File: src/rtl/rr_hold_arbiter_pkg.sv
// rtl/rr_hold_arbiter_pkg.sv - shared state encoding and parameter defaults for rr_hold_arbiter
package rr_hold_arbiter_pkg;

    localparam int N_REQ_DEF    = 4;
    localparam int MAX_HOLD_DEF = 8;
    localparam int CNT_W_DEF    = 4;

    localparam logic [1:0] IDLE    = 2'd0;
    localparam logic [1:0] GRANT   = 2'd1;
    localparam logic [1:0] RECOVER = 2'd2;

    typedef enum logic [1:0] {
        ST_IDLE    = IDLE,
        ST_GRANT   = GRANT,
        ST_RECOVER = RECOVER
    } state_t;

endpackage

File: src/rtl/rr_hold_arbiter_pick.sv
// rtl/rr_hold_arbiter_pick.sv - rr_pick: combinational rotate-priority encoder starting after last_id
module rr_pick
    import rr_hold_arbiter_pkg::*;
#(
    parameter int N_REQ = N_REQ_DEF,
    parameter int ID_W  = $clog2(N_REQ)
) (
    input  logic [N_REQ-1:0] req,
    input  logic [ID_W-1:0]  last_id,
    output logic [ID_W-1:0]  winner,
    output logic             valid
);

    logic [ID_W:0]   sum;
    logic [ID_W-1:0] idx;

    // Walk offsets from farthest to nearest so the nearest requester after last_id is kept.
    always_comb begin
        winner = '0;
        valid  = 1'b0;
        sum    = '0;
        idx    = '0;
        for (int off = N_REQ; off >= 1; off--) begin
            sum = {1'b0, last_id} + (ID_W+1)'(off);
            if (sum >= (ID_W+1)'(N_REQ)) begin
                sum = sum - (ID_W+1)'(N_REQ);
            end
            idx = sum[ID_W-1:0];
            if (req[idx]) begin
                winner = idx;
                valid  = 1'b1;
            end
        end
    end

endmodule

File: src/rtl/rr_hold_arbiter.sv
// rtl/rr_hold_arbiter.sv - round-robin arbiter with registered one-hot grant and max hold revoke
module rr_hold_arbiter
    import rr_hold_arbiter_pkg::*;
#(
    parameter int N_REQ    = N_REQ_DEF,
    parameter int MAX_HOLD = MAX_HOLD_DEF,
    parameter int CNT_W    = CNT_W_DEF,
    localparam int ID_W    = $clog2(N_REQ)
) (
    input  logic             clock,
    input  logic             reset,
    input  logic [N_REQ-1:0] req,
    output logic [N_REQ-1:0] grant_o,
    output logic [ID_W-1:0]  grant_id_o,
    output logic             busy_o,
    output logic             timeout_o
);

    state_t           state_q, state_d;
    logic [CNT_W-1:0] hold_q, hold_d;
    logic [ID_W-1:0]  last_q, last_d;
    logic [N_REQ-1:0] grant_d;
    logic [ID_W-1:0]  id_d;
    logic             timeout_d;
    logic [ID_W-1:0]  pick_id;
    logic             pick_valid;

    rr_pick #(
        .N_REQ (N_REQ),
        .ID_W  (ID_W)
    ) u_pick (
        .req     (req),
        .last_id (last_q),
        .winner  (pick_id),
        .valid   (pick_valid)
    );

    always_comb begin
        state_d   = state_q;
        hold_d    = hold_q;
        last_d    = last_q;
        grant_d   = grant_o;
        id_d      = grant_id_o;
        timeout_d = 1'b0;
        case (state_q)
            ST_IDLE: begin
                if (pick_valid) begin
                    grant_d = N_REQ'(1) << pick_id;
                    id_d    = pick_id;
                    last_d  = pick_id;
                    hold_d  = CNT_W'(1);
                    state_d = ST_GRANT;
                end
            end
            ST_GRANT: begin
                // A voluntary release outranks the hold limit, so it never reports a timeout.
                if (!req[last_q]) begin
                    grant_d = '0;
                    state_d = ST_RECOVER;
                end else if (hold_q == CNT_W'(MAX_HOLD)) begin
                    grant_d   = '0;
                    timeout_d = 1'b1;
                    state_d   = ST_RECOVER;
                end else begin
                    hold_d = hold_q + CNT_W'(1);
                end
            end
            ST_RECOVER: begin
                grant_d = '0;
                hold_d  = '0;
                state_d = ST_IDLE;
            end
            default: begin
                grant_d = '0;
                state_d = ST_IDLE;
            end
        endcase
    end

    always_ff @(posedge clock) begin
        if (reset) begin
            state_q    <= ST_IDLE;
            hold_q     <= '0;
            last_q     <= ID_W'(N_REQ - 1);
            grant_o    <= '0;
            grant_id_o <= '0;
            busy_o     <= 1'b0;
            timeout_o  <= 1'b0;
        end else begin
            state_q    <= state_d;
            hold_q     <= hold_d;
            last_q     <= last_d;
            grant_o    <= grant_d;
            grant_id_o <= id_d;
            busy_o     <= (state_d == ST_GRANT);
            timeout_o  <= timeout_d;
        end
    end

endmodule

File: config.mk
export PLATFORM = sky130hd
export DESIGN_NAME = rr_hold_arbiter
export DESIGN_NICKNAME = d
export VERILOG_FILES = /design/src/rtl/rr_hold_arbiter_pkg.sv /design/src/rtl/rr_hold_arbiter_pick.sv /design/src/rtl/rr_hold_arbiter.sv
export SDC_FILE = /design/constraint.sdc
export NUM_CORES = 1
export LEC_CHECK = 0
export ABC_AREA = 1
export CELL_PAD_IN_SITES_DETAIL_PLACEMENT = 1
export CELL_PAD_IN_SITES_GLOBAL_PLACEMENT = 1
export CORE_MARGIN = 2
export CORE_UTILIZATION = 41
export CTS_BUF_LIST = sky130_fd_sc_hd__clkbuf_8
export DETAILED_ROUTE_END_ITERATION = 7
export DONT_BUFFER_PORTS = 1
export PLACE_DENSITY_LB_ADDON = 0.15
export SLEW_MARGIN = 15
export SYNTH_ARGS = -nofsm -noshare
export SYNTH_HDL_FRONTEND = slang
export SYNTH_SLANG_ARGS = --single-unit
File: constraint.sdc
create_clock -name clock -period 1.5 [get_ports clock]
set_clock_uncertainty 0.15 [all_clocks]
set_input_delay 0.3 -clock clock [delete_from_list [all_inputs] [get_ports clock]]
set_output_delay 0.3 -clock clock [all_outputs]
set_load 0.01 [all_outputs]
==> reports/results.tsv <==
metric	value	unit
status	finished, violations left	
failing checks	negative hold slack, negative setup slack	
Util after Layout	0.578	
sequential area share after synthesis	0.314	
mean area per synthesized cell	6.89	um^2
# IOs	14	
WHS	-0.0506	ns
CTS sink count	16	
total CTS buffers	3	
DIE AREA	2900	um^2
post-DR wirelength/cell	15.4	um
Worst-path clk slew	0.06	ns
post-route ant nets	0	
Hold EP	grant_o[0]	
setup slack after layout	-0.160	ns
Syn Inst Count	148	
Final Hold Fails	7	
die width	53.9	um
largest net degree at the start of global routing	10	
clock root buffer	clkbuf_8	
Slew Viols, Final	0	
Clk Latency, worst-skew pair	0.25	ns
port bufs	0	
mapped cell area	1020	um^2
Crit Path Class	flip-flop to flip-flop	
Nets	179	
flops & latches, synth	16	
H-tree depth	1	
reg2reg end	grant_o[3]	
DR pass1 iterations	4	
fin crit share	1.11	
Reg2Reg Setup Slack	-0.16	ns
overall die height	53.9	um
Setup violations, final	15	
vias in the first global route	1027	
Post-Synthesis Net Count	160	
setup_tns	-1.20	ns
synthesis-to-layout area growth	36.6	%
WP data required	1.54	ns
LEAKAGE	0.000672	uW
layout cells sized above 1	0.452	
Peak supply drop	1.35	mV
worst reg2reg path depth	10	
CTS tree	built	
drt initial violations	7	
Hold WC Path Type	input port to flip-flop	
DR vias	1021	
Ys Warns	0	
Distinct cells, synth	27	
core area	2410	um^2
DRC	0	
Clock Path Buffers	2	
critical path capture point type	flip-flop	
HPWL Detailed	1.97	mm
first-pass GRT wire length	4.28	mm
Starting Density	0.423	
initial antenna violation count	0	
# rows	18	
Setup crit start kind	flip-flop	
wirelength, routed	3.01	mm
worst r2r src	last_q[0]	
Max Clk Rate	602	MHz
pre-CTS setup slack	-0.284	ns
crit path time final	1.66	ns
WHS Path Cells	1	
RSZ-0062 raised after global routing	yes	
max-cap viol count	0	
min-delay src	reset	
total track usage	0.202	
CP Max Fanout	8	
gr ovfl total	0	
n_diodes	0	
post-DR vias/cell	5.21	
relative slew slack	0.825	
Worst Path Arrival	1.70	ns
Power Dens Cells	2240	nW/um^2
worst-margin pin slew	0.263	ns
routability congestion estimate from global placement	0.761	
==> flip-flops by register name, indices dropped and copies added, names as in the netlist <==
register,cells
grant_id_o,2
grant_o,4
state_q,2
busy_o,1
hold_q,4
last_q,2
timeout_o,1
==> power by group <==
part,leakage (uW),switching [uW],internal (uW)
Clock,0.0000288,149,233
Sequential,0.000132,187,595
Combinational,0.000511,1180,766
Total,0.000672,1520,1590
==> cell type report <==
cell class                 count  area (um^2)
fill                         315         1020
multi-input combinational    107          756
sequential                    16          328
timing repair buffer          16          120
inverter                      23         96.3
clock buffer                   4         55.1
tap                           30         37.5
==> routing by layer <==
layer / track usage / part of all wire / up-vias / wire, um
li1: - / - / 501 / -
met1: 0.231 / 0.43 / 497 / 1300
met2: 0.362 / 0.53 / 17 / 1590
met3: 0.0444 / 0.023 / 6 / 68
met4: 0.0769 / 0.018 / 0 / 54
met5: 0 / 0 / - / 0
==> metrics by stage <==
stage	area, um^2	cells	total power, uW
3_5_place_dp	1140	189	2210
3_3_place_gp	1140	189	2160
2_1_floorplan	1020	148	1780
5_1_grt	1390	196	3330
6_report	1390	196	3110
4_1_cts	1240	194	2730
==> cells in the final DEF, fill, tap and decap left out, drive strengths merged <==
cell | synthesis | routed
xnor2 | 1 | 1
o21ai | 5 | 5
xor2 | 1 | 1
o21a | 1 | 1
buf | 1 | 16
nand4 | 3 | 3
dfxtp | 16 | 16
ha | 6 | 6
and2 | 1 | 1
o211ai | 2 | 2
nand3 | 11 | 11
a22oi | 1 | 1
inv | 23 | 23
nand2 | 56 | 56
nor2 | 7 | 7
a21oi | 12 | 12
clkbuf | 1 | 4
==> how the worst max path moves through the flow <==
stage | cells past startpoint | endpoint | start
2_1_floorplan | 11 | last_q[1] | last_q[0]
3_3_place_gp | 11 | last_q[1] | last_q[0]
3_5_place_dp | 11 | last_q[1] | last_q[0]
4_1_cts | 12 | grant_o[0] | last_q[0]
5_1_grt | 10 | grant_o[3] | last_q[0]
6_report | 10 | grant_o[3] | last_q[0]
==> kinds of logic after synthesis <==
group,synth area share
AOI/OAI and AO/OA,0.129
xor gates and xnor gates,0.0172
adders and majority gates,0.0736
buffers and inverters,0.102
DFF,0.314
and+or+nand+nor,0.364
==> critical path, stage by stage, from the launching register on <==
cell and delay, ns:
dfxtp_4 0.44, inv_8 0.08, nand2_4 0.08, nand3_2 0.11, nand2_1 0.09, nand2_1 0.05, nand2_1 0.09, nand2_1 0.08
nand2_2 0.10, nand4_1 0.14, a21oi_1 0.17
==> what timing repair did <==
action                     in CTS  in global routing
gates resized for setup        16                 38
buffers inserted                1                  2
setup endpoints to repair      15                 15
pin swaps                       5                  9
hold endpoints to repair        7                  7
==> synthesized netlist by cell type (all sizes together) <==
library cell	number	share of area
nand3	11	0.083
inv	23	0.087
a22oi	1	0.012
nand4	3	0.018
nor2	7	0.036
and2	1	0.0061
xor2	1	0.0086
o21a	1	0.0074
buf	1	0.011
nand2	56	0.22
dfxtp	16	0.31
clkbuf	1	0.0037
o211ai	2	0.015
xnor2	1	0.0086
o21ai	5	0.028
a21oi	12	0.066
ha	6	0.074
Note: power is estimated with default switching activity, not from simulation.
